File: src/rtl/stream_xbar_arbiter.sv
// ----------------------------------------------------------------------------
// stream_xbar_arbiter
//    Per-output packet arbiter for the stream crossbar. Each input stream's
//    destination is decoded, and every output independently arbitrates
//    round-robin among the inputs that want it. A grant is held until the
//    packet's last beat has been accepted.
//
//    Ports
//       clk_i      clock, all state on the rising edge
//       rst_i      asynchronous reset, active-high
//       s_dest_i   destination output index, one field per input
//       s_valid_i  beat valid per input
//       s_last_i   last beat of packet per input
//       s_ready_o  ready back to each input (granted output's m_ready_i)
//       m_ready_i  ready from each output sink
//       req_o      req_o[j] = one-hot grant of inputs to output j (0 = idle)
// ----------------------------------------------------------------------------

// Per-output arbiter lane: IDLE/BUSY FSM, grant register, round-robin pointer.
//    req_i      inputs requesting this output (already excludes granted ones)
//    valid_i    raw input valid, used for the handshake of the granted input
//    last_i     raw input last
//    m_ready_i  this output's sink ready
//    grant_o    registered one-hot grant (zero while IDLE)
module stream_xbar_arbiter_out #(
   parameter int S_DATA_COUNT = 2,
   parameter int PTR_W        = 1
) (
   input  logic                    clk_i,
   input  logic                    rst_i,
   input  logic [S_DATA_COUNT-1:0] req_i,
   input  logic [S_DATA_COUNT-1:0] valid_i,
   input  logic [S_DATA_COUNT-1:0] last_i,
   input  logic                    m_ready_i,
   output logic [S_DATA_COUNT-1:0] grant_o
);

   typedef enum logic {IDLE, BUSY} state_t;

   state_t                  state_q, state_d;
   logic [S_DATA_COUNT-1:0] grant_q, grant_d;
   logic [PTR_W-1:0]        ptr_q, ptr_d;
   logic                    found;
   logic [PTR_W-1:0]        win;
   logic                    last_hs;

   // Round-robin search starting just after the last winner.
   always_comb begin
      logic [PTR_W-1:0] idx;
      found = 1'b0;
      win   = '0;
      idx   = '0;
      for (int k = 1; k <= S_DATA_COUNT; k++) begin
         idx = PTR_W'((int'(ptr_q) + k) % S_DATA_COUNT);
         if (!found && req_i[idx]) begin
            found = 1'b1;
            win   = idx;
         end
      end
   end

   // Only the granted input's bits survive the mask, so this is the
   // handshake of the packet owner on its last beat.
   assign last_hs = (|(grant_q & valid_i & last_i)) & m_ready_i;

   always_comb begin
      state_d = state_q;
      grant_d = grant_q;
      ptr_d   = ptr_q;
      case (state_q)
         IDLE: begin
            if (found) begin
               grant_d = S_DATA_COUNT'(1) << win;
               ptr_d   = win;
               state_d = BUSY;
            end
         end
         BUSY: begin
            // Valid gaps and destination changes keep the lock; only an
            // accepted last beat releases it.
            if (last_hs) begin
               grant_d = '0;
               state_d = IDLE;
            end
         end
         default: begin
            grant_d = '0;
            state_d = IDLE;
         end
      endcase
   end

   // Pointer resets to the highest index so input 0 has first priority.
   always_ff @(posedge clk_i or posedge rst_i) begin
      if (rst_i) begin
         state_q <= IDLE;
         grant_q <= '0;
         ptr_q   <= PTR_W'(S_DATA_COUNT - 1);
      end else begin
         state_q <= state_d;
         grant_q <= grant_d;
         ptr_q   <= ptr_d;
      end
   end

   assign grant_o = grant_q;

endmodule

module stream_xbar_arbiter #(
   parameter  int S_DATA_COUNT = 2,
   parameter  int M_DATA_COUNT = 3,
   localparam int T_DEST_WIDTH = (M_DATA_COUNT > 1) ? $clog2(M_DATA_COUNT) : 1
) (
   input  logic                                      clk_i,
   input  logic                                      rst_i,
   input  logic [S_DATA_COUNT-1:0][T_DEST_WIDTH-1:0] s_dest_i,
   input  logic [S_DATA_COUNT-1:0]                   s_valid_i,
   input  logic [S_DATA_COUNT-1:0]                   s_last_i,
   output logic [S_DATA_COUNT-1:0]                   s_ready_o,
   input  logic [M_DATA_COUNT-1:0]                   m_ready_i,
   output logic [M_DATA_COUNT-1:0][S_DATA_COUNT-1:0] req_o
);

   localparam int PTR_W = (S_DATA_COUNT > 1) ? $clog2(S_DATA_COUNT) : 1;

   logic [M_DATA_COUNT-1:0][S_DATA_COUNT-1:0] grant;
   logic [M_DATA_COUNT-1:0][S_DATA_COUNT-1:0] req_vec;
   logic [S_DATA_COUNT-1:0]                   busy;

   // An input already owned by some output may not request again; with one
   // destination per input this keeps every input on at most one output.
   always_comb begin
      busy = '0;
      for (int j = 0; j < M_DATA_COUNT; j++) busy = busy | grant[j];
   end

   // Destinations >= M_DATA_COUNT match no output and are never granted.
   always_comb begin
      req_vec = '0;
      for (int j = 0; j < M_DATA_COUNT; j++)
         for (int i = 0; i < S_DATA_COUNT; i++)
            req_vec[j][i] = s_valid_i[i] && !busy[i] &&
                            (s_dest_i[i] == T_DEST_WIDTH'(j));
   end

   for (genvar j = 0; j < M_DATA_COUNT; j++) begin : g_out
      stream_xbar_arbiter_out #(
         .S_DATA_COUNT(S_DATA_COUNT),
         .PTR_W       (PTR_W)
      ) u_out (
         .clk_i    (clk_i),
         .rst_i    (rst_i),
         .req_i    (req_vec[j]),
         .valid_i  (s_valid_i),
         .last_i   (s_last_i),
         .m_ready_i(m_ready_i[j]),
         .grant_o  (grant[j])
      );
   end

   // Ready comes only from registered grants and sink ready, never from valid.
   always_comb begin
      s_ready_o = '0;
      for (int j = 0; j < M_DATA_COUNT; j++)
         s_ready_o = s_ready_o | (grant[j] & {S_DATA_COUNT{m_ready_i[j]}});
   end

   assign req_o = grant;

endmodule

File: config.mk
export PLATFORM = sky130hd
export DESIGN_NAME = stream_xbar_arbiter
export DESIGN_NICKNAME = d
export VERILOG_FILES = /design/src/rtl/stream_xbar_arbiter.sv
export SDC_FILE = /design/constraint.sdc
export NUM_CORES = 1
export LEC_CHECK = 0
export CAP_MARGIN = 10
export CELL_PAD_IN_SITES_DETAIL_PLACEMENT = 1
export CELL_PAD_IN_SITES_GLOBAL_PLACEMENT = 2
export CORE_UTILIZATION = 29
export CTS_CLUSTER_SIZE = 30
export DETAILED_ROUTE_END_ITERATION = 8
export HOLD_SLACK_MARGIN = 0.08
export PLACE_DENSITY = 0.9
export RECOVER_POWER = 100
export SLEW_MARGIN = 20
export SYNTH_ARGS = -nofsm -noshare
export SYNTH_HDL_FRONTEND = slang
export SYNTH_HIERARCHICAL = 1
export SYNTH_SLANG_ARGS = --single-unit
File: constraint.sdc
create_clock -name clk_i -period 3.25 [get_ports clk_i]
set_input_delay 0.65 -clock clk_i [delete_from_list [all_inputs] [get_ports clk_i]]
set_output_delay 0.65 -clock clk_i [all_outputs]
set_load 0.02 [all_outputs]
### Yosys cells after proc, flatten, opt, wreduce, memory -nomap -nowiden

Index checks and enable logic that the tools add are counted.

* register bits after elaboration: 12
* input bits: 13
* output and inout bits: 8
* logic and storage cells: 122

* add/sub/neg operators: 6
* magnitude comparators: 6
* equal/unequal tests: 10
* shift operators: 3
* mux-type cells: 42
* bitwise gates (word level): 19
* reductions and logical operators: 27

Operators with widths (number)
* 1-bit two-way mux: 30
* 2-bit AND: 9
* 1-bit by 2-bit < comparator with 1-bit output, second input constant: 6
* 2-bit two-way mux: 6
* 2-bit case mux with 2 select lines: 3
* 2-bit AND reduction: 6
* 1-bit logical AND: 11
* 2-bit OR: 4
* 1-bit adder, second input constant: 6
* 2-bit by 1-bit != test with 1-bit output, second input constant: 3
* 2-bit != test, second input constant: 3
* 1-bit case mux with 2 select lines: 3
* 2-bit OR reduction: 3
* 1-bit by 1-bit << shifter with 2-bit output, first input constant: 3
* 1-bit logical NOT: 5
* 2-bit by 1-bit == test with 1-bit output, second input constant: 2
* 2-bit == test, second input constant: 2
* 2-bit logical NOT: 2
* 1-bit AND: 3
* 1-bit inverter: 3

### Longest topological paths before layout

Gate-level depths: netlist of the first run.

* depth in word-level cells: 14
* gate-level depth with buffers: 5
* gate-level depth less buffers: 5

### Cells and area by module

Netlist of the first run, hierarchy kept.

Modules (own cells, without submodules)
* stream_xbar_arbiter_out: times used 3, cells an instance 21, area each 207.7 µm²
* stream_xbar_arbiter: times used 1, cells an instance 12, area each 115.1 µm²

### Worst setup path after synthesis of the first run

Ideal clock, no wire load.

* path type: input port to flip-flop
* from: in s_valid_i[0]
* to: reg g_out[0].u_out.grant_q[1]
* setup time: 0.127 ns
* data arrival time: 1.777 ns
* required time: 3.123 ns
* slack: 1.346 ns
* stages: 5
* path buffers: 0
* cell sequence: or4b_4 nor3_1 nand2_2 a21oi_1 o22ai_1

RTL lines
* start, declared: RTL line 118 `input logic [S_DATA_COUNT-1:0] s_valid_i,`
* end signal, assigned: RTL line 101 `grant_q <= grant_d;`
* end, declared: RTL line 41 `logic [S_DATA_COUNT-1:0] grant_q, grant_d;`

### Worst setup path after layout of the first run

* from: in m_ready_i[0]
* to: out s_ready_o[1]

* cells in the longest elaborated chain, start to end: 3

Ends and longest elaborated chain
* start, declared: RTL line 121 `input logic [M_DATA_COUNT-1:0] m_ready_i,`
* 2-bit AND: RTL line 166 `s_ready_o = s_ready_o | (grant[j] & {S_DATA_COUNT{m_ready_i[j]}});`
* 2-bit OR (2 in a row): RTL line 166
* end, declared: RTL line 120 `output logic [S_DATA_COUNT-1:0] s_ready_o,`

No other way between the ends.

==> impl_metrics.csv, run 1 <==
group,metric,value,unit
sta,rsz0062_at_grt,"false",
min_path,hold_path.class,"flop to flop",
cts,cts_resized,0,
cts,cts_htree_levels,1,
synth,syn_inst,75,
sta,hold_viol,0,
die,core_area,2300,um^2
worst_setup_path,crit_buf_inv,3,
sta,fin_skew,0.927,ps
sta,setup_viol,0,
place,gp_congestion,0.777,
cts,cts_max_path_buffers,2,
sta,fin_crit_sh,86.4,%
global_routing,grt_pass1_vias,711,
pwr,leakage,0.408,nW
layout,drive_gt1_share,15.6,%
layout,layout.nets,110,
synth,ys.warnings.count,6,
synth,synth_area,738,um^2
global_routing,antenna_found_initial,0,
sta,post-route-min-period,2810,ps
drt,drtPass1Iterations,4,
layout,mostFrequentLayoutCells,"10 x clkdlybuf4s50_1, 10 x dlygate4sd3_1, 9 x a21oi_1, 9 x dfrtp_1, 8 x inv_1",
worst_setup_path,cp_max_fo,4,
cts,cts_hold_buf,0,
cts,cts_setup_buffers,0,
pwr,p_per_area,726,nW/um^2
drt,drt-total-wl,1950,um
worst_setup_path,path_class,"input pin to output pin",
die,die-height,52.5,um
synth,synth_seq_cells,12,
synth,synth_nets,88,
sta,fmax,0.356,GHz
sta,relSlewSlack,61.1,%
drt,viasPerCell,5.49,
worst_setup_path,worstPathCellList,"clkdlybuf4s50_1 -> a222oi_1 -> inv_1 -> dlygate4sd3_1",
die,die_area,2750,um^2
pwr,internal-power,0.408,mW
drt,drt-initial-drc-count,12,
cts,cts_inserted_buffers,3,
sta,tightest_slew,582,ps
synth,synth_largest_area_cell,"dfrtp_1",
cts,cts-root-buf,"clkbuf_4",
synth,synth.avg_cell_area,9.84,um^2
drt,vias,681,
global_routing,grt_use_total,16.7,%
layout,insertedDiodeCount,0,
run,drv_cap,0,
die,row_count,17,
status,status,"complete, no violations",
layout,fillers,278,
die,die_x,52.5,um
pwr,p_clk_share,14.5,%
pwr,p_sw_share,40.6,%
sta,setup-tns-final,0,ps
cts,cts.sinks,12,
pwr,power_frac_comb,39.2,%
pwr,peakVddDrop,0.277,mV
worst_setup_path,start_kind,"input pin",
worst_setup_path,slowest_delay,650,ps
cts,cts_tree,"done",
die,start_util,32.1,%
cts,clk_pin_slew,70,ps
synth,ys_seq_area_share,41.2,%
synth,synth_top_area_share,30.5,%
global_routing,grt_pass1_wl,3220,um
layout,area_delta_synth_final,28.0,%
drt,antenna_left,0,
worst_setup_path,crit_required,2600,ps
place,dp_hpwl,1510,um
sta,slew_viol_final,0,
drt,avgRoutedWirePerCell,15.7,um
synth,yosys.cell_types.count,17,
layout,layout.cells.non_filler,124,
pwr,seqPwrFrac,46.2,%
synth,synth.area.top_cells,"dfrtp_1 31%, dfstp_2 11%, nor3b_2 6.8%, a21oi_1 6.1%, a221oi_2 6.1%",
place,dpl.cell_count,120,
pwr,total_power,0.686,mW
worst_setup_path,cp_slowest_cell,"dlygate4sd3_1",
drt,post-route-drc-count,0,
worst_setup_path,critical_path.top_delay_family,"buffers and inverters",
global_routing,overflow,0,
worst_setup_path,cp-end-kind,"output pin",
die,io_pins,21,
cts,clkLatencyLatePin,280,ps
worst_setup_path,cp.arrival,2160,ps
place,port_buffers,20,
layout,utilization,41.1,%
global_routing,grt_max_degree,9,
pwr,switchingPower,0.279,mW
[metrics by stage]
stage,hold slack (ps),cell area (um^2),setup slack [ps]
after floorplan,415,738,1350
after global placement,540,951,568
after detailed placement,552,951,534
after CTS,564,977,531
after global routing,590,945,326
final,568,945,441
[state kept, by name, summed over array words and instances (netlist names)]
name                 flops
g_out.u_out/grant_o      6
g_out.u_out/ptr_q        3
g_out.u_out/state_q      3
[layer usage]
layer	global-route usage, %	vias to the layer above	wire length (um)
li1	-	320	-
met1	19.6	336	919
met2	27.8	20	900
met3	1.74	5	64
met4	11.8	0	61
met5	0	-	0
[final cells by class]
cell class	instances	area, um^2	share of cell area (%)
Sequential cell	12	304	32.2
Clock buffer	4	26.3	2.78
Multi-Input combinational cell	52	349	37.0
Tap cell	28	35.0	3.71
Inverter	8	30.0	3.18
Timing Repair Buffer	20	200	21.2
[final timing paths]
kind	startpoint	to	slack (ps)	cells after the start
setup / recovery	m_ready_i[0]	s_ready_o[1]	440	4
setup reg to reg	g_out[0].u_out/grant_o[0]$_DFFE_PP0P_	g_out[1].u_out/grant_o[0]$_DFFE_PP0P_	1100	4
max in group asynchronous	rst_i	g_out[2].u_out/ptr_q$_DFFE_PP1P_	2240	2
hold reg to reg	g_out[2].u_out/ptr_q$_DFFE_PP1P_	g_out[2].u_out/grant_o[0]$_DFFE_PP0P_	570	2
min in group asynchronous	rst_i	g_out[0].u_out/state_q$_DFF_PP0_	770	2
hold / removal	g_out[2].u_out/ptr_q$_DFFE_PP1P_	g_out[2].u_out/grant_o[0]$_DFFE_PP0P_	570	2
[cells in the mapped netlist (all sizes together)]
library cell / n
a21oi: 9
a221oi: 3
a222oi: 2
buf: 3
dfrtp: 9
dfstp: 3
inv: 8
nand2: 9
nand4: 6
nor2b: 6
nor3: 5
nor3b: 4
o22a: 3
o22ai: 3
or4b: 2
[cells by family (layout without fill, tap and decap cells)]
kind of cell | Yosys count | after routing | share of synthesized area (%)
AND/OR/NAND/NOR | 32 | 32 | 30.7
AO/OA/AOI/OAI | 20 | 20 | 21.0
flip-flops | 12 | 12 | 41.2
buffers and inverters | 11 | 32 | 7.12
[power by group through the flow]
stage,logic (mW),clock network [mW],registers [mW]
floorplan,0.217,0,0.296
global placement,0.287,0,0.320
detailed placement,0.296,0,0.326
CTS,0.300,0.106,0.323
global route,0.297,0.110,0.331
finish,0.269,0.0996,0.317
[worst min-delay path, stage by stage (launching register included)]
cell	delay, ps
dfstp_2	380
nand2_2	70
a221oi_1	80
Note: power is estimated with default switching activity, not from simulation.
==> run 2: changes to the inputs <==
- CAP_MARGIN: 10 -> 20
- CORE_MARGIN: unset -> 1
- SLEW_MARGIN: 20 -> 30
==> results of run 2 <==
Final layout, timing and power as in run 1 (identical DEF).
==> run 3: changes to the inputs <==
- CTS_CLUSTER_DIAMETER: unset -> 200
==> results of run 3 <==
Final layout, timing and power as in run 1 (identical DEF).
